[src/rtl/hist_eq_pkg.sv]
// Shared histogram-equalization definitions: datapath widths, the CDF pass FSM
// state type and the saturating accumulate used by the running sum.
package hist_eq_pkg;

  localparam int HEQ_DATA_W   = 20;
  localparam int HEQ_ADDR_W   = 16;
  localparam int HEQ_NUM_BINS = 256;

  typedef enum logic [1:0] {
    ST_IDLE,
    ST_READ,
    ST_DRAIN,
    ST_DONE
  } cdf_state_e;

  typedef struct packed {
    logic                  sat;
    logic [HEQ_DATA_W-1:0] sum;
  } sat_sum_t;

  // Add one bin at DATA_W+1 bits; a carry out clamps the sum to all-ones.
  function automatic sat_sum_t sat_add(input logic [HEQ_DATA_W-1:0] a,
                                       input logic [HEQ_DATA_W-1:0] b);
    logic [HEQ_DATA_W:0] wide;
    sat_sum_t            res;
    wide    = {1'b0, a} + {1'b0, b};
    res.sat = wide[HEQ_DATA_W];
    res.sum = wide[HEQ_DATA_W] ? '1 : wide[HEQ_DATA_W-1:0];
    return res;
  endfunction

endpackage

[src/rtl/cdf_accumulate_if.sv]
// Scratchpad port bundle of the CDF pass: histogram read side and CDF write side.
interface cdf_accumulate_if
  import hist_eq_pkg::*;
#(
  parameter int DATA_W = HEQ_DATA_W,
  parameter int ADDR_W = HEQ_ADDR_W
);
  logic [ADDR_W-1:0] Hist_ReadAddress;
  logic [DATA_W-1:0] Hist_ReadBus;
  logic              Cdf_WriteEnable;
  logic [ADDR_W-1:0] Cdf_WriteAddress;
  logic [DATA_W-1:0] Cdf_WriteBus;

  modport master (
    output Hist_ReadAddress,
    input  Hist_ReadBus,
    output Cdf_WriteEnable,
    output Cdf_WriteAddress,
    output Cdf_WriteBus
  );

  modport slave (
    input  Hist_ReadAddress,
    output Hist_ReadBus,
    input  Cdf_WriteEnable,
    input  Cdf_WriteAddress,
    input  Cdf_WriteBus
  );
endinterface

[src/rtl/cdf_accumulate.sv]
// Streams every histogram bin through a saturating running sum, writes the CDF
// scratchpad and produces the CdfMin/divisor operands for the output pipeline.
module cdf_accumulate
  import hist_eq_pkg::*;
#(
  parameter int                NUM_BINS  = HEQ_NUM_BINS,
  parameter int                DATA_W    = HEQ_DATA_W,
  parameter int                ADDR_W    = HEQ_ADDR_W,
  parameter logic [ADDR_W-1:0] HIST_BASE = '0,
  parameter logic [ADDR_W-1:0] CDF_BASE  = '0
) (
  input  logic              clock,
  input  logic              reset_n,
  input  logic              start,
  cdf_accumulate_if.master  mem,
  output logic [DATA_W-1:0] CdfMin,
  output logic [DATA_W-1:0] divisor,
  output logic              overflow,
  output logic              done
);

  localparam int IDX_W = (NUM_BINS > 1) ? $clog2(NUM_BINS) : 1;

  cdf_state_e        state_q;
  logic [IDX_W-1:0]  idx_q, idx1_q, idx2_q;
  logic              v1_q, v2_q, drain_q;
  logic [DATA_W-1:0] sum_q, min_q;
  logic              min_found_q, run_ovf_q;
  logic [ADDR_W-1:0] addr_q, wr_addr_q;
  logic              wr_en_q;
  logic [DATA_W-1:0] wr_data_q, cdf_min_q, divisor_q;
  logic              overflow_q, done_q;

  sat_sum_t          acc_d;
  logic [DATA_W-1:0] div_raw, divisor_d;

  // NOTE: every variable gets a value before any condition, so no latch is inferred.
  always_comb begin
    acc_d     = sat_add(sum_q, mem.Hist_ReadBus);
    div_raw   = sum_q - min_q;
    divisor_d = (div_raw == '0) ? DATA_W'(1) : div_raw;
  end

  // NOTE: all state updates are non-blocking so every register samples pre-edge values.
  always_ff @(posedge clock) begin
    if (!reset_n) begin
      state_q     <= ST_IDLE;
      idx_q       <= '0;
      idx1_q      <= '0;
      idx2_q      <= '0;
      v1_q        <= 1'b0;
      v2_q        <= 1'b0;
      drain_q     <= 1'b0;
      sum_q       <= '0;
      min_q       <= '0;
      min_found_q <= 1'b0;
      run_ovf_q   <= 1'b0;
      addr_q      <= '0;
      wr_en_q     <= 1'b0;
      wr_addr_q   <= '0;
      wr_data_q   <= '0;
      cdf_min_q   <= '0;
      divisor_q   <= '0;
      overflow_q  <= 1'b0;
      done_q      <= 1'b0;
    end else begin
      done_q  <= 1'b0;
      v1_q    <= 1'b0;
      v2_q    <= v1_q;
      idx2_q  <= idx1_q;
      wr_en_q <= v2_q;

      // Bin data arrives two cycles after its address; fold it in and write it out.
      if (v2_q) begin
        sum_q     <= acc_d.sum;
        wr_addr_q <= CDF_BASE + ADDR_W'(idx2_q);
        wr_data_q <= acc_d.sum;
        if (acc_d.sat) run_ovf_q <= 1'b1;
        if (!min_found_q && (acc_d.sum != '0)) begin
          min_found_q <= 1'b1;
          min_q       <= acc_d.sum;
        end
      end

      case (state_q)
        ST_IDLE: begin
          if (start) begin
            state_q     <= ST_READ;
            idx_q       <= '0;
            sum_q       <= '0;
            min_q       <= '0;
            min_found_q <= 1'b0;
            run_ovf_q   <= 1'b0;
          end
        end
        ST_READ: begin
          addr_q <= HIST_BASE + ADDR_W'(idx_q);
          v1_q   <= 1'b1;
          idx1_q <= idx_q;
          idx_q  <= idx_q + 1'b1;
          if (idx_q == IDX_W'(NUM_BINS - 1)) begin
            state_q <= ST_DRAIN;
            drain_q <= 1'b0;
          end
        end
        ST_DRAIN: begin
          addr_q  <= '0;
          drain_q <= 1'b1;
          if (drain_q) state_q <= ST_DONE;
        end
        ST_DONE: begin
          done_q     <= 1'b1;
          cdf_min_q  <= min_q;
          divisor_q  <= divisor_d;
          overflow_q <= run_ovf_q;
          state_q    <= ST_IDLE;
        end
        default: state_q <= ST_IDLE;
      endcase
    end
  end

  assign mem.Hist_ReadAddress = addr_q;
  assign mem.Cdf_WriteEnable  = wr_en_q;
  assign mem.Cdf_WriteAddress = wr_addr_q;
  assign mem.Cdf_WriteBus     = wr_data_q;
  assign CdfMin               = cdf_min_q;
  assign divisor              = divisor_q;
  assign overflow             = overflow_q;
  assign done                 = done_q;

endmodule

[src/flat_wrapper.sv]
// flat-port wrapper written by rule: the top's interface ports become plain ports
module cdf_accumulate_flat import hist_eq_pkg::*;
#(
  parameter int                NUM_BINS  = HEQ_NUM_BINS,
  parameter int                DATA_W    = HEQ_DATA_W,
  parameter int                ADDR_W    = HEQ_ADDR_W,
  parameter logic [ADDR_W-1:0] HIST_BASE = '0,
  parameter logic [ADDR_W-1:0] CDF_BASE  = '0
)
  (clock, reset_n, start, CdfMin, divisor, overflow, done, mem_Hist_ReadAddress, mem_Hist_ReadBus, mem_Cdf_WriteEnable, mem_Cdf_WriteAddress, mem_Cdf_WriteBus);
  cdf_accumulate_if #(.DATA_W(DATA_W), .ADDR_W(ADDR_W)) mem_i ();
  input  logic clock;
  input  logic reset_n;
  input  logic start;
  output logic [DATA_W-1:0] CdfMin;
  output logic [DATA_W-1:0] divisor;
  output logic overflow;
  output logic done;
  output wire logic [$bits(mem_i.Hist_ReadAddress)-1:0] mem_Hist_ReadAddress;
  input wire logic [$bits(mem_i.Hist_ReadBus)-1:0] mem_Hist_ReadBus;
  output wire logic [$bits(mem_i.Cdf_WriteEnable)-1:0] mem_Cdf_WriteEnable;
  output wire logic [$bits(mem_i.Cdf_WriteAddress)-1:0] mem_Cdf_WriteAddress;
  output wire logic [$bits(mem_i.Cdf_WriteBus)-1:0] mem_Cdf_WriteBus;
  assign mem_Hist_ReadAddress = mem_i.Hist_ReadAddress;
  assign mem_i.Hist_ReadBus = mem_Hist_ReadBus;
  assign mem_Cdf_WriteEnable = mem_i.Cdf_WriteEnable;
  assign mem_Cdf_WriteAddress = mem_i.Cdf_WriteAddress;
  assign mem_Cdf_WriteBus = mem_i.Cdf_WriteBus;
  cdf_accumulate #(.NUM_BINS(NUM_BINS), .DATA_W(DATA_W), .ADDR_W(ADDR_W), .HIST_BASE(HIST_BASE), .CDF_BASE(CDF_BASE)) u_core (.clock(clock), .reset_n(reset_n), .start(start), .mem(mem_i), .CdfMin(CdfMin), .divisor(divisor), .overflow(overflow), .done(done));
endmodule
[config.mk]
export PLATFORM = sky130hd
export DESIGN_NAME = cdf_accumulate_flat
export DESIGN_NICKNAME = d
export VERILOG_FILES = /design/src/rtl/hist_eq_pkg.sv /design/src/rtl/cdf_accumulate_if.sv /design/src/rtl/cdf_accumulate.sv /design/src/flat_wrapper.sv
export SDC_FILE = /design/constraint.sdc
export NUM_CORES = 1
export LEC_CHECK = 0
export CORE_MARGIN = 10
export CORE_UTILIZATION = 50
export CTS_BUF_LIST = sky130_fd_sc_hd__clkbuf_4 sky130_fd_sc_hd__clkbuf_8
export CTS_CLUSTER_SIZE = 10
export DETAILED_ROUTE_END_ITERATION = 16
export DONT_BUFFER_PORTS = 1
export HOLD_SLACK_MARGIN = 0.06
export PLACE_DENSITY = 0.76
export REMOVE_ABC_BUFFERS = 1
export SLEW_MARGIN = 40
export SYNTH_ARGS = -nofsm -noshare
export SYNTH_HDL_FRONTEND = slang
export SYNTH_SLANG_ARGS = --single-unit
[constraint.sdc]
create_clock -name clock -period 3.43 [get_ports clock]
set_input_delay 0.343 -clock clock [delete_from_list [all_inputs] [get_ports clock]]
set_output_delay 0.343 -clock clock [all_outputs]
set_load 0.005 [all_outputs]
# == Word-level counts from Yosys, hierarchy flattened ==
# Cells that the tools add are included.
# totals
ff_bits,158
input_bits,23
output_inout_bits,95
word_cells,67
# classes
n_addsub,3
n_eq_ne,7
n_mux,28
n_reduce_logical,10
# op_table
op,n
$mux W20,9
$pmux W16 S2,1
$add A20 B20 Y21,1
$logic_not A20 Y1,1
$reduce_bool A20 Y1,1
$sub A20 B20 Y20,1
$pmux W8 S2,1
$mux W1,11
$add A8 B1 Y8 const B,1
$eq A8 B8 Y1 const B,1
$mux W8,1
$pmux W2 S4,1
$mux W2,3
$eq A2 B2 Y1 const B,2
$ne A2 B1 Y1 const B,2
$reduce_and A2 Y1,2
$reduce_bool A2 Y1,2
$reduce_and A3 Y1,1
$eq A2 B1 Y1 const B,1
$logic_not A2 Y1,1
$ne A2 B2 Y1 const B,1
$pmux W1 S2,1
$logic_and A1 B1 Y1,1
$logic_not A1 Y1,1

# == Logic depth before layout (Yosys ltp) ==
# Gate-level depths: netlist of run 1.
# depth
word_depth,8
depth_mapped,12
mapped_depth_nobuf,12

# == Worst setup path before layout of run 1 ==
# No wires, ideal clock.
# synth_timing
path_type,reg-to-reg
startpoint,reg u_core.sum_q[0]
endpoint,"reg u_core.divisor_q[0], in the netlist u_core.divisor[0]"
setup_ns,0.084
t_arrival_ns,3.195
required_ns,3.346
slack_ns,0.150
stages_incl_launch_ff,13
path_buffers,0
period_less_slack_ns,3.280
path_cell_list,dfxtp_1 -> inv_1 -> ha_1 -> fa_1 -> nand2b_1 -> a21oi_1 -> xor2_1 -> or4_1 -> a2111oi_2 -> nand4b_1 -> or4_1 -> or4_1 -> o31ai_2
# synth_between
elab_chain_cells,3
# synth_rtl
element,line,rtl
"start, declared",cdf_accumulate.sv:27,"logic [DATA_W-1:0] sum_q, min_q;"
"start signal, assigned",cdf_accumulate.sv:75,sum_q <= acc_d.sum;
$sub A20 B20 Y20 *,cdf_accumulate.sv:40,div_raw = sum_q - min_q;
$logic_not A20 Y1,cdf_accumulate.sv:41,divisor_d = (div_raw == '0) ? DATA_W'(1) : div_raw;
$mux W20 *,cdf_accumulate.sv:41,
"end signal, assigned",cdf_accumulate.sv:114,divisor_q <= divisor_d;
"end, declared",cdf_accumulate.sv:31,"logic [DATA_W-1:0] wr_data_q, cdf_min_q, divisor_q;"
# Mark *: on every way between the ends. The rest lies on a longest branch, timed or not.
# A chain may end at the register's enable or synchronous reset.

# == Final worst setup path of run 1 ==
# Same ends and word-level chain as after synthesis.

==> summary.txt, run 1 <==
Status
  • Outcome: completed

Critical path
  • Largest stage delay on the critical path: 0.51 ns
  • Cell at the slowest stage of the critical path: sky130_fd_sc_hd__or4_1
  • Crit path cell chain: inv_2 > ha_4 > fa_2 > nand2b_4 > a21oi_2 > xor2_1 > or4_4 > a2111oi_4 > nand4b_1 > or4_1 > or4_4 > o31ai_2
  • Internal reg-to-reg setup slack: 0.06 ns
  • Most frequent cell on the critical path: sky130_fd_sc_hd__or4_4
  • Critical Path Fanout Max: 2
  • Logic depth of the worst register-to-register path: 12
  • Endpoint type of the worst setup path: register
  • Required arrival time at the worst endpoint: 3.81 ns
  • End of the worst register-to-register path: u_core.divisor[0]
  • Startpoint of the lowest-slack register-to-register path: u_core.sum_q[0]
  • Critical Path Start: u_core.sum_q[0]
  • Worst path arrival time: 3.76 ns
  • Startpoint type of the worst setup path: register
  • Type of the worst setup path: register to register

Timing
  • Worst slew margin relative to its limit: 46.7%
  • Actual slew at the worst max-slew pin: 0.800 ns
  • Max-slew violation count: 0
  • Fin. Hold Viols: 0
  • Final setup violating endpoints: 0
  • Total negative slack: 0 ns
  • Min cycle time layout: 3.37 ns
  • Worst setup skew after layout: 0.0118 ns
  • Fin crit share: 98.3%
  • Max Clock Freq: 296 MHz
  • Setup repair after global routing missed its margin: yes

Routing
  • Routed via count divided by cell count: 5.55
  • Routed WL: 19500 µm
  • # DRC: 0
  • Iteration-0 DRC count of the detailed router: 242
  • Post-route antenna net violation count: 0
  • Routed length per placed instance: 17.4 µm
  • Detailed-router iteration count before antenna repair: 4
  • DR vias: 6206
  • Met3 wire length: 1530 µm
  • Routed metal-1 wirelength: 8500 µm
  • Uppermost layer routed: met4
  • Met2 routed wirelength: 9120 µm

Placed design
  • Post-DP HPWL: 14300 µm
  • Post-placement cell area: 8120 µm²
  • Final weighted congestion of routability-driven global placement: 0.906
  • Number of I/O port buffers: 0

GRT
  • Total global-route track usage: 18.4%
  • Global-route congestion overflow total: 0
  • First-pass GRT wire length: 31900 µm
  • Maximum number of pins on one net before global-route repair: 102
  • Via count of the first global-routing pass: 6025
  • Antenna violations before repair: 0

Floorplanning
  • I/O pin total: 118
  • Rows: 45
  • DIE AREA: 21100 µm²
  • Initial standard-cell utilization of the core: 51.3%
  • Core Footprint: 15300 µm²
  • Die height: 145 µm
  • Width of the chip: 145 µm

Synth
  • Warning count from the yosys run: 0
  • Sequential share of the synthesized area: 38.3%
  • Proportion of synthesized flip-flops having asynchronous set or reset: 0%
  • Netlist area before placement: 7830 µm²
  • Cell type with the highest aggregate area in the netlist: sky130_fd_sc_hd__dfxtp_1
  • Most used DFF post-synth: sky130_fd_sc_hd__dfxtp_1
  • Ranking of synthesized cells by area: sky130_fd_sc_hd__dfxtp_1 38%, sky130_fd_sc_hd__ha_1 7.0%, sky130_fd_sc_hd__mux2i_1 6.3%
  • Avg Synthesized Cell Area: 8.85 µm²
  • Yosys reg bits: 150
  • Fraction of post-synthesis cell area in the top cell type by area: 38.3%
  • Distinct cell type count after synthesis: 69
  • Synthesized instance count: 885
  • Post-synth EDFFs: 0

Clock tree
  • Clock Tree Buf Depth: 2
  • Clock transition at the registers of the reported paths: 0.08 ns
  • Number of buffers created by CTS: 17
  • TritonCTS clock tree: built
  • Sinks on the clock net: 150
  • Cell at the root of the clock tree: sky130_fd_sc_hd__clkbuf_8
  • Max H-tree Level: 4
  • Clock latency of the later-clocked register in the worst-skew pair: 0.46 ns

Final layout
  • Most frequent cells in the layout: 144 x sky130_fd_sc_hd__dfxtp_1, 74 x sky130_fd_sc_hd__nor2b_1, 73 x sky130_fd_sc_hd__nor2_1, 70 x sky130_fd_sc_hd__a21oi_1, 59 x sky130_fd_sc_hd__o21ai_0
  • Commonest non-fill, non-tap cell in the layout: sky130_fd_sc_hd__dfxtp_1
  • Post-layout utilization of the core: 57.2%
  • Area Overhead vs Synth: 11.4%
  • Number of nets in the final layout: 966
  • Final standard cell area without fillers: 8720 µm²
  • Fraction of final layout cells with drive strength greater than 1: 11.5%
  • Diodes inserted: 0

Pwr
  • Total power per unit cell area: 604 nW/µm²
  • Total power: 5270 µW
  • Peak VDD IR: 0.000385 V
  • Leakage dissipation: 0.00335 µW

Hold path
  • Min-delay src: reset_n
  • Class of the tightest hold or removal check: primary input to register
  • Hold Crit Endpoint: u_core.done
  • Cell depth of the worst min-delay path: 1

Run
  • Total of max-cap violations: 0
==> Yosys cell counts (3+ instances only) <==
cell type	number
sky130_fd_sc_hd__o211ai_1	12
sky130_fd_sc_hd__mux2i_1	49
sky130_fd_sc_hd__nand2b_1	6
sky130_fd_sc_hd__and3_1	9
sky130_fd_sc_hd__nand4_1	6
sky130_fd_sc_hd__a21oi_1	71
sky130_fd_sc_hd__and2_1	17
sky130_fd_sc_hd__buf_1	5
sky130_fd_sc_hd__ha_1	44
sky130_fd_sc_hd__buf_4	16
sky130_fd_sc_hd__o21ai_1	3
sky130_fd_sc_hd__or4_1	5
sky130_fd_sc_hd__a211oi_1	22
sky130_fd_sc_hd__xor2_1	17
sky130_fd_sc_hd__clkbuf_1	32
sky130_fd_sc_hd__a21o_1	12
sky130_fd_sc_hd__o211a_1	4
sky130_fd_sc_hd__inv_1	36
sky130_fd_sc_hd__nor2b_1	74
sky130_fd_sc_hd__a311oi_1	5
sky130_fd_sc_hd__o21a_1	9
sky130_fd_sc_hd__nor2_1	73
sky130_fd_sc_hd__a21boi_0	6
sky130_fd_sc_hd__nor3_1	8
sky130_fd_sc_hd__o21ai_0	59
sky130_fd_sc_hd__a2111o_1	3
sky130_fd_sc_hd__and4_1	5
sky130_fd_sc_hd__o31ai_1	3
sky130_fd_sc_hd__o22ai_1	3
sky130_fd_sc_hd__o21bai_1	4
sky130_fd_sc_hd__or3_1	4
sky130_fd_sc_hd__dfxtp_1	150
sky130_fd_sc_hd__xnor2_1	13
sky130_fd_sc_hd__nand3_1	15
sky130_fd_sc_hd__o2111ai_1	3
sky130_fd_sc_hd__nand2_1	37
sky130_fd_sc_hd__a22oi_1	3
==> metrics by stage <==
| stage | worst slack (ns) | hold WS (ns) | instances |
|---|---|---|---|
| final | 0.0571 | 0.137 | 1119 |
| after global routing | -0.0449 | 0.121 | 1119 |
| after CTS | 0.00650 | 0.122 | 1115 |
| after detailed placement | -0.0417 | 0.419 | 1083 |
| after global placement | 0.0725 | 0.414 | 1083 |
| after floorplan | -0.555 | 0.412 | 842 |
==> report_power, final <==
part	leakage (µW)	switching (µW)	total [µW]	internal [µW]
Combinational	0.00194	1080	1850	778
Clock	0.000200	667	1450	781
Sequential	0.00121	111	1970	1860
==> routing by layer <==
metal	up-vias	track usage [%]
li1	3121	-
met5	-	0
met4	0	5.21
met1	2898	22.1
met3	33	7.08
met2	154	29.8
==> how the worst max path moves through the flow <==
stage                                    to  cells after the start
after floorplan           u_core.divisor[0]                      9
after global placement    u_core.divisor[0]                     12
after global routing      u_core.divisor[0]                     12
after detailed placement  u_core.divisor[0]                     12
final                     u_core.divisor[0]                     12
after CTS                 u_core.divisor[0]                     12
==> sequential cells by signal, summed over array words and instances (netlist names), 2 cells and up <==
register and flops:
u_core.state_q 2, u_core.CdfMin 20, u_core.mem.Cdf_WriteAddress 8, u_core.min_q 20, u_core.sum_q 20, u_core.idx1_q 8
u_core.mem.Hist_ReadAddress 8, u_core.divisor 20, u_core.idx2_q 8, u_core.idx_q 8, u_core.mem.Cdf_WriteBus 20
==> worst max-delay path, delay by kind of cell, from the launching register on <==
kind / cells / cell delay (ns)
AO/OA/AOI/OAI: 3 / 0.61
XOR/XNOR: 1 / 0.10
adder cells (fa/ha/maj): 2 / 0.52
buffers and inverters: 1 / 0.05
flip-flops: 1 / 0.35
AND/OR/NAND/NOR: 5 / 1.67
==> cell type report <==
| class | count | area, µm² |
|---|---|---|
| clock inverters | 13 | 183 |
| inverters | 36 | 135 |
| multi-input cells | 656 | 4560 |
| flip-flops and latches | 150 | 3010 |
| fillers | 1317 | 6540 |
| repair buffers | 36 | 330 |
| well taps | 211 | 264 |
| clock buffers | 17 | 234 |
==> what timing repair did <==
action	4_1_cts	5_1_grt
pin swaps	0	9
setup endpoints to repair	1	21
hold buffers	2	0
endpoints found under the hold margin	101	0
gates resized for setup	1	25
buffers inserted	0	4
==> cell families after synthesis <==
kind of cell / Yosys count / share of synthesized area (%)
simple gates: 272 / 18.4
other cells: 1 / 0.0479
fa+ha+maj: 46 / 7.54
buf+inv: 94 / 5.62
flops: 150 / 38.3
xor+xnor: 30 / 3.35
compound gates: 243 / 20.4
mux: 49 / 6.26
No activity file was read; power rests on OpenSTA's default activity.
==> run 2: changes to the inputs <==
--- a/config.mk
+++ b/config.mk
@@ -5,14 +5,16 @@
 export SDC_FILE = /design/constraint.sdc
 export NUM_CORES = 1
 export LEC_CHECK = 0
+export CELL_PAD_IN_SITES_DETAIL_PLACEMENT = 0
+export CELL_PAD_IN_SITES_GLOBAL_PLACEMENT = 1
 export CORE_MARGIN = 10
-export CORE_UTILIZATION = 50
+export CORE_UTILIZATION = 45
 export CTS_BUF_LIST = sky130_fd_sc_hd__clkbuf_4 sky130_fd_sc_hd__clkbuf_8
 export CTS_CLUSTER_SIZE = 10
 export DETAILED_ROUTE_END_ITERATION = 16
 export DONT_BUFFER_PORTS = 1
 export HOLD_SLACK_MARGIN = 0.06
-export PLACE_DENSITY = 0.76
+export PLACE_DENSITY = 0.86
 export REMOVE_ABC_BUFFERS = 1
 export SLEW_MARGIN = 40
 export SYNTH_ARGS = -nofsm -noshare
==> run 2 against run 1 <==
  * Clock skew is 0.0072 ns higher
  * Largest power group unchanged
  * Design area is 2.0% higher
  * Largest cell class unchanged
  * Non-clock buffer count is 32 higher
  * Global-route usage is 1.3 points lower
  * Utilization is 5.4 points lower
  * Via count is 1.8% higher
  * Sequential share of layout area is 0.70 points lower
==> summary.txt, run 2 (synthesis results as in run 1) <==
Routing
  • Uppermost layer routed: met4 (unchanged)
  • Iteration-0 DRC count of the detailed router: 333 (was 242)
  • DR vias: 6317 (was 6206)
  • Routed WL: 20500 µm (was 19500 µm)
  • Routed length per placed instance: 17.5 µm (was 17.4 µm)
  • # DRC: 0 (unchanged)
  • Detailed-router iteration count before antenna repair: 4 (unchanged)
  • Routed via count divided by cell count: 5.41 (was 5.55)
  • Met2 routed wirelength: 9370 µm (was 9120 µm)
  • Met3 wire length: 1540 µm (was 1530 µm)
  • Post-route antenna net violation count: 0 (unchanged)
  • Routed metal-1 wirelength: 9160 µm (was 8500 µm)

Timing
  • Worst hold-check slack: 0.135 ns (was 0.137 ns)
  • Min cycle time layout: 3.40 ns (was 3.37 ns)
  • Fin crit share: 99.1% (was 98.3%)
  • Actual slew at the worst max-slew pin: 0.850 ns (was 0.800 ns)
  • Worst slew margin relative to its limit: 43.2% (was 46.7%)
  • Setup repair after global routing missed its margin: yes (unchanged)
  • Max-slew violation count: 0 (unchanged)
  • Max Clock Freq: 294 MHz (was 296 MHz)
  • Fin. Hold Viols: 0 (unchanged)
  • Final setup violating endpoints: 0 (unchanged)
  • Worst setup skew after layout: 0.0190 ns (was 0.0118 ns)

Critical path
  • Endpoint type of the worst setup path: register (unchanged)
  • Worst path arrival time: 3.78 ns (was 3.76 ns)
  • Startpoint type of the worst setup path: register (unchanged)
  • Critical Path Start: u_core.sum_q[1] (was u_core.sum_q[0])
  • Crit path cell chain: buf_6 > ha_1 > nor2b_4 > o2111ai_4 > a31oi_4 > or4_4 > a2111oi_4 > nand4b_1 > or4_1 > or4_4 > o31ai_2 (was inv_2 > ha_4 > fa_2 > nand2b_4 > a21oi_2 > xor2_1 > or4_4 > a2111oi_4 > nand4b_1 > or4_1 > or4_4 > o31ai_2)
  • Count of buffering cells on the critical path with inverters included: 1 (unchanged)
  • Cell at the slowest stage of the critical path: sky130_fd_sc_hd__or4_4 (was sky130_fd_sc_hd__or4_1)
  • Required arrival time at the worst endpoint: 3.81 ns (about the same)
  • Gate family responsible for the most delay along the worst path: simple AND/OR/NAND/NOR gates (unchanged)
  • Largest stage delay on the critical path: 0.52 ns (was 0.51 ns)
  • Type of the worst setup path: register to register (unchanged)
  • Most frequent cell on the critical path: sky130_fd_sc_hd__or4_4 (unchanged)
  • Critical Path Fanout Max: 4 (was 2)
  • Startpoint of the lowest-slack register-to-register path: u_core.sum_q[1] (was u_core.sum_q[0])

Pwr
  • Peak VDD IR: 0.000405 V (was 0.000385 V)
  • Total power per unit cell area: 579 nW/µm² (was 604 nW/µm²)
  • Leakage dissipation: 0.00349 µW (was 0.00335 µW)
  • Total power: 5150 µW (was 5270 µW)

Floorplanning
  • I/O pin total: 118 (unchanged)
  • Width of the chip: 152 µm (was 145 µm)
  • Core Footprint: 17200 µm² (was 15300 µm²)
  • DIE AREA: 23100 µm² (was 21100 µm²)
  • Rows: 48 (was 45)
  • Initial standard-cell utilization of the core: 45.6% (was 51.3%)
  • Die height: 152 µm (was 145 µm)

Hold path
  • Class of the tightest hold or removal check: primary input to register (unchanged)
  • Min-delay src: reset_n (unchanged)

Final layout
  • Most frequent cells in the layout: 146 x sky130_fd_sc_hd__dfxtp_1, 74 x sky130_fd_sc_hd__nor2b_1, 73 x sky130_fd_sc_hd__nor2_1, 69 x sky130_fd_sc_hd__a21oi_1, 64 x sky130_fd_sc_hd__buf_4 (was 144 x sky130_fd_sc_hd__dfxtp_1, 74 x sky130_fd_sc_hd__nor2b_1, 73 x sky130_fd_sc_hd__nor2_1, 70 x sky130_fd_sc_hd__a21oi_1, 59 x sky130_fd_sc_hd__o21ai_0)
  • Number of non-filler instances in the completed layout: 1168 (was 1119)
  • Final standard cell area without fillers: 8900 µm² (was 8720 µm²)
  • Fraction of final layout cells with drive strength greater than 1: 14.2% (was 11.5%)
  • Area Overhead vs Synth: 13.6% (was 11.4%)
  • Commonest non-fill, non-tap cell in the layout: sky130_fd_sc_hd__dfxtp_1 (unchanged)
  • Fill cell count: 1663 (was 1317)
  • Number of nets in the final layout: 998 (was 966)

Status
  • Outcome: completed (unchanged)

Placed design
  • Number of I/O port buffers: 0 (unchanged)
  • Number of placed instances, taps included: 1132 (was 1083)
  • Post-placement cell area: 8380 µm² (was 8120 µm²)
  • Final weighted congestion of routability-driven global placement: 0.966 (was 0.906)
  • Post-DP HPWL: 15300 µm (was 14300 µm)

Clock tree
  • Max H-tree Level: 4 (unchanged)
  • Clock transition at the registers of the reported paths: 0.10 ns (was 0.08 ns)
  • Clock latency of the later-clocked register in the worst-skew pair: 0.47 ns (was 0.46 ns)
  • Number of buffers created by CTS: 17 (unchanged)
  • TritonCTS clock tree: built (unchanged)
  • Cell at the root of the clock tree: sky130_fd_sc_hd__clkbuf_8 (unchanged)
  • Clock Tree Buf Depth: 2 (unchanged)
  • Sinks on the clock net: 150 (unchanged)

GRT
  • Via count of the first global-routing pass: 6109 (was 6025)
  • Antenna violations before repair: 1 (was 0)
  • First-pass GRT wire length: 32500 µm (was 31900 µm)
  • Total global-route track usage: 17.0% (was 18.4%)
  • Maximum number of pins on one net before global-route repair: 102 (unchanged)
  • Global-route congestion overflow total: 0 (unchanged)

Run
  • Total of max-cap violations: 0 (unchanged)
run 2: layout make-up:
type | count | area, µm² | share of cell area [%]
clock inverter | 14 | 129 | 1.45
clock buffer | 18 | 241 | 2.71
timing repair buffer | 68 | 549 | 6.17
inverter | 36 | 135 | 1.52
tap | 225 | 282 | 3.16
sequential | 150 | 3010 | 33.8
multi-input combinational | 656 | 4550 | 51.1
antenna | 1 | 2.50 | 0.0281
run 2: worst register-to-register path: cells and delay by family, from the launching register on:
family                   cells  cell delay (ns)
AO/OA/AOI/OAI                4             0.92
buffers and inverters        1             0.13
AND/OR/NAND/NOR              5             1.65
adder cells (fa/ha/maj)      1             0.27
flip-flops                   1             0.34
run 2: timing repair:
| item | in CTS | in global routing |
|---|---|---|
| cloned | 0 | 0 |
| setup buffers | 0 | 1 |
| setup endpoints to repair | 1 | 21 |
| resized for setup | 3 | 20 |
| pin swaps | 2 | 6 |
| hold endpoints to repair | 101 | 0 |
| hold buffers | 2 | 0 |
run 2: report_power, final:
| group | internal, µW | switching, µW | leakage (µW) |
|---|---|---|---|
| registers | 1860 | 104 | 0.00121 |
| logic | 812 | 1090 | 0.00208 |
| clock network | 542 | 751 | 0.000194 |
run 2: worst paths after layout:
kind              depth (start not counted)  slack, ns           endpoint
setup reg to reg                         11       0.03  u_core.divisor[0]
setup / recovery                         11       0.03  u_core.divisor[0]
hold / removal                            1       0.14        u_core.done
hold reg to reg                           1       0.44        u_core.v2_q
run 2: per-stage QoR:
stage	setup slack [ns]	TNS (ns)	util (%)
floorplan	-0.555	-0.555	-
global placement	-0.0841	-0.836	48.7
detailed placement	-0.0774	-0.0774	48.8
CTS	0.0137	0	51.2
global route	-0.0754	-0.0754	51.8
finish	0.0295	0	51.8
run 2: per-layer routing:
metal  vias up  global-route usage, %
met4         0                   6.33
met1      2965                   21.1
li1       3189                      -
met3        24                   5.96
met2       139                   26.6
met5         -                      0
==> run 3: changes to the inputs <==
--- a/config.mk
+++ b/config.mk
@@ -8,13 +8,14 @@
 export CELL_PAD_IN_SITES_DETAIL_PLACEMENT = 0
 export CELL_PAD_IN_SITES_GLOBAL_PLACEMENT = 1
 export CORE_MARGIN = 10
-export CORE_UTILIZATION = 45
+export CORE_UTILIZATION = 32
 export CTS_BUF_LIST = sky130_fd_sc_hd__clkbuf_4 sky130_fd_sc_hd__clkbuf_8
 export CTS_CLUSTER_SIZE = 10
 export DETAILED_ROUTE_END_ITERATION = 16
 export DONT_BUFFER_PORTS = 1
+export GPL_TIMING_DRIVEN = 0
 export HOLD_SLACK_MARGIN = 0.06
-export PLACE_DENSITY = 0.86
+export PLACE_DENSITY = 0.67
 export REMOVE_ABC_BUFFERS = 1
 export SLEW_MARGIN = 40
 export SYNTH_ARGS = -nofsm -noshare
==> run 3 against run 2 <==
  * Utilization fell by 14 points
  * Clock-buffer cell count is 1 higher
  * Clock skew grew 0.0068 ns
  * Total power up 3.8%
  * Flip-flop and latch count stayed put
  * Worst hold slack better by 0.073 ns
  * Global-route usage down 3.1 points
  * Wire length increased by 8.3%
  * Register-to-register slack improved by 0.07 ns
  * Sequential share of layout area fell by 0.66 points
  * Design area is 2.1% higher
  * Combinational power about the same
  * Critical endpoint unchanged
  * Highest routed layer unchanged
==> summary.txt, run 3 (synthesis results as in run 1) <==
Floorplanning
  • Rows: 57 (was 48)
  • Initial standard-cell utilization of the core: 32.4% (was 45.6%)
  • DIE AREA: 31100 µm² (was 23100 µm²)
  • Core Footprint: 24200 µm² (was 17200 µm²)
  • Die height: 176 µm (was 152 µm)
  • I/O pin total: 118 (unchanged)
  • Width of the chip: 176 µm (was 152 µm)

Timing
  • Setup repair after global routing missed its margin: yes (unchanged)
  • Fin crit share: 97.0% (was 99.1%)
  • Worst slew margin relative to its limit: 47.6% (was 43.2%)
  • Worst hold-check slack: 0.208 ns (was 0.135 ns)
  • Fin. Hold Viols: 0 (unchanged)
  • Max-slew violation count: 0 (unchanged)
  • Min cycle time layout: 3.33 ns (was 3.40 ns)
  • Max Clock Freq: 300 MHz (was 294 MHz)
  • Total negative slack: 0 ns (unchanged)
  • Actual slew at the worst max-slew pin: 0.787 ns (was 0.850 ns)
  • Worst setup skew after layout: 0.0258 ns (was 0.0190 ns)
  • Final setup violating endpoints: 0 (unchanged)

Placed design
  • Post-DP HPWL: 15500 µm (was 15300 µm)
  • Number of I/O port buffers: 0 (unchanged)
  • Number of placed instances, taps included: 1168 (was 1132)
  • Final weighted congestion of routability-driven global placement: 0.861 (was 0.966)

Pwr
  • Peak VDD IR: 0.000269 V (was 0.000405 V)
  • Leakage dissipation: 0.00334 µW (was 0.00349 µW)
  • Total power per unit cell area: 589 nW/µm² (was 579 nW/µm²)
  • Total power: 5350 µW (was 5150 µW)

Critical path
  • Critical Path Fanout Max: 3 (was 4)
  • Most frequent cell on the critical path: sky130_fd_sc_hd__or4_4 (unchanged)
  • Worst path arrival time: 3.71 ns (was 3.78 ns)
  • Count of buffering cells on the critical path with inverters included: 1 (unchanged)
  • Endpoint type of the worst setup path: register (unchanged)
  • Cell at the slowest stage of the critical path: sky130_fd_sc_hd__fa_2 (was sky130_fd_sc_hd__or4_4)
  • Crit path cell chain: inv_2 > ha_4 > fa_2 > o2111ai_2 > or4_4 > a2111oi_4 > nand4b_1 > or4_4 > or4_4 > o31ai_2 (was buf_6 > ha_1 > nor2b_4 > o2111ai_4 > a31oi_4 > or4_4 > a2111oi_4 > nand4b_1 > or4_1 > or4_4 > o31ai_2)
  • Gate family responsible for the most delay along the worst path: simple AND/OR/NAND/NOR gates (unchanged)
  • Required arrival time at the worst endpoint: 3.81 ns (about the same)
  • Startpoint type of the worst setup path: register (unchanged)
  • Type of the worst setup path: register to register (unchanged)
  • Largest stage delay on the critical path: 0.60 ns (was 0.52 ns)

GRT
  • Total global-route track usage: 14.0% (was 17.0%)
  • Via count of the first global-routing pass: 6025 (was 6109)
  • First-pass GRT wire length: 34400 µm (was 32500 µm)
  • Antenna violations before repair: 1 (unchanged)
  • Maximum number of pins on one net before global-route repair: 102 (unchanged)
  • Global-route congestion overflow total: 0 (unchanged)

Final layout
  • Number of non-filler instances in the completed layout: 1226 (was 1168)
  • Fraction of final layout cells with drive strength greater than 1: 13.3% (was 14.2%)
  • Most frequent cells in the layout: 146 x sky130_fd_sc_hd__dfxtp_1, 74 x sky130_fd_sc_hd__nor2b_1, 73 x sky130_fd_sc_hd__nor2_1, 67 x sky130_fd_sc_hd__a21oi_1, 58 x sky130_fd_sc_hd__o21ai_0 (was 146 x sky130_fd_sc_hd__dfxtp_1, 74 x sky130_fd_sc_hd__nor2b_1, 73 x sky130_fd_sc_hd__nor2_1, 69 x sky130_fd_sc_hd__a21oi_1, 64 x sky130_fd_sc_hd__buf_4)
  • Commonest non-fill, non-tap cell in the layout: sky130_fd_sc_hd__dfxtp_1 (unchanged)
  • Post-layout utilization of the core: 37.6% (was 51.8%)
  • Area Overhead vs Synth: 15.9% (was 13.6%)
  • Diodes inserted: 0 (was 1)
  • Number of nets in the final layout: 958 (was 998)

Routing
  • Post-route antenna net violation count: 0 (unchanged)
  • Detailed-router iteration count before antenna repair: 7 (was 4)
  • Routed WL: 22200 µm (was 20500 µm)
  • DR vias: 6116 (was 6317)
  • Routed via count divided by cell count: 4.99 (was 5.41)
  • Routed length per placed instance: 18.1 µm (was 17.5 µm)
  • Iteration-0 DRC count of the detailed router: 298 (was 333)
  • # DRC: 0 (unchanged)

Clock tree
  • TritonCTS clock tree: built (unchanged)
  • Max H-tree Level: 4 (unchanged)
  • Sinks on the clock net: 150 (unchanged)
  • Clock transition at the registers of the reported paths: 0.09 ns (was 0.10 ns)
  • Clock Tree Buf Depth: 2 (unchanged)
  • Clock latency of the later-clocked register in the worst-skew pair: 0.47 ns (about the same)
  • Cell at the root of the clock tree: sky130_fd_sc_hd__clkbuf_8 (unchanged)
  • Number of buffers created by CTS: 17 (unchanged)

Run
  • Total of max-cap violations: 0 (unchanged)

Status
  • Outcome: completed (unchanged)

Hold path
  • Class of the tightest hold or removal check: primary input to register (unchanged)
run 3: cell count changes in the layout (fill, tap and decap cells not counted), moves of 3 or more:
cell / change
sky130_fd_sc_hd__a41oi_4: +3
sky130_fd_sc_hd__ha_4: +4
sky130_fd_sc_hd__xor2_1: -4
sky130_fd_sc_hd__a211oi_1: -3
sky130_fd_sc_hd__inv_6: -4
sky130_fd_sc_hd__inv_8: -3
sky130_fd_sc_hd__xor2_2: +4
sky130_fd_sc_hd__bufinv_16: +3
sky130_fd_sc_hd__ha_2: -3
sky130_fd_sc_hd__clkinvlp_4: +3
sky130_fd_sc_hd__buf_4: -46
run 3: cell type report:
type / instances / area (µm²)
clock inverter: 13 / 173
tap: 324 / 405
sequential: 150 / 3010
clock buffer: 19 / 249
inverter: 36 / 135
multi-input combinational: 659 / 4850
timing repair buffer: 25 / 254
fill: 2438 / 15100
run 3: path summary, 6_finish.rpt:
kind	start	end	slack (ns)	cells after the start
hold reg to reg	u_core.v1_q	u_core.v2_q	0.44	1
hold / removal	mem_Hist_ReadBus[0]	u_core.sum_q[0]	0.21	3
setup reg to reg	u_core.sum_q[0]	u_core.divisor[0]	0.10	10
setup / recovery	u_core.sum_q[0]	u_core.divisor[0]	0.10	10
run 3: through the flow:
step	area (µm²)	setup slack [ns]
5_1_grt	9080	-0.0447
3_3_place_gp	7990	-1.44
4_1_cts	8720	0.00735
2_1_floorplan	7580	-0.555
6_report	9080	0.102
3_5_place_dp	8070	-0.436
run 3: report_power, final:
group,switching [µW],total (µW),internal (µW)
combinational,1120,1900,782
sequential,125,1980,1860
clock,724,1470,746
run 3: layer usage:
layer  vias up  wire, µm  track usage [%]
met5         -         0                0
li1       3123         -                -
met4         0       125             3.40
met2       101     10800             23.0
met3        10      1690             5.38
met1      2882      9530             16.7
run 3: tightest hold or removal path: stages:
cell and delay (ns):
sky130_fd_sc_hd__ha_1 0.10, sky130_fd_sc_hd__inv_1 0.08, sky130_fd_sc_hd__a21oi_1 0.12
run 3: repair_timing:
item,4_1_cts,5_1_grt
hold buffers,3,0
setup endpoints to repair,24,22
gates cloned,1,2
buffers inserted,7,12
resized for setup,21,40
hold endpoints to repair,101,0
pin swaps,7,19
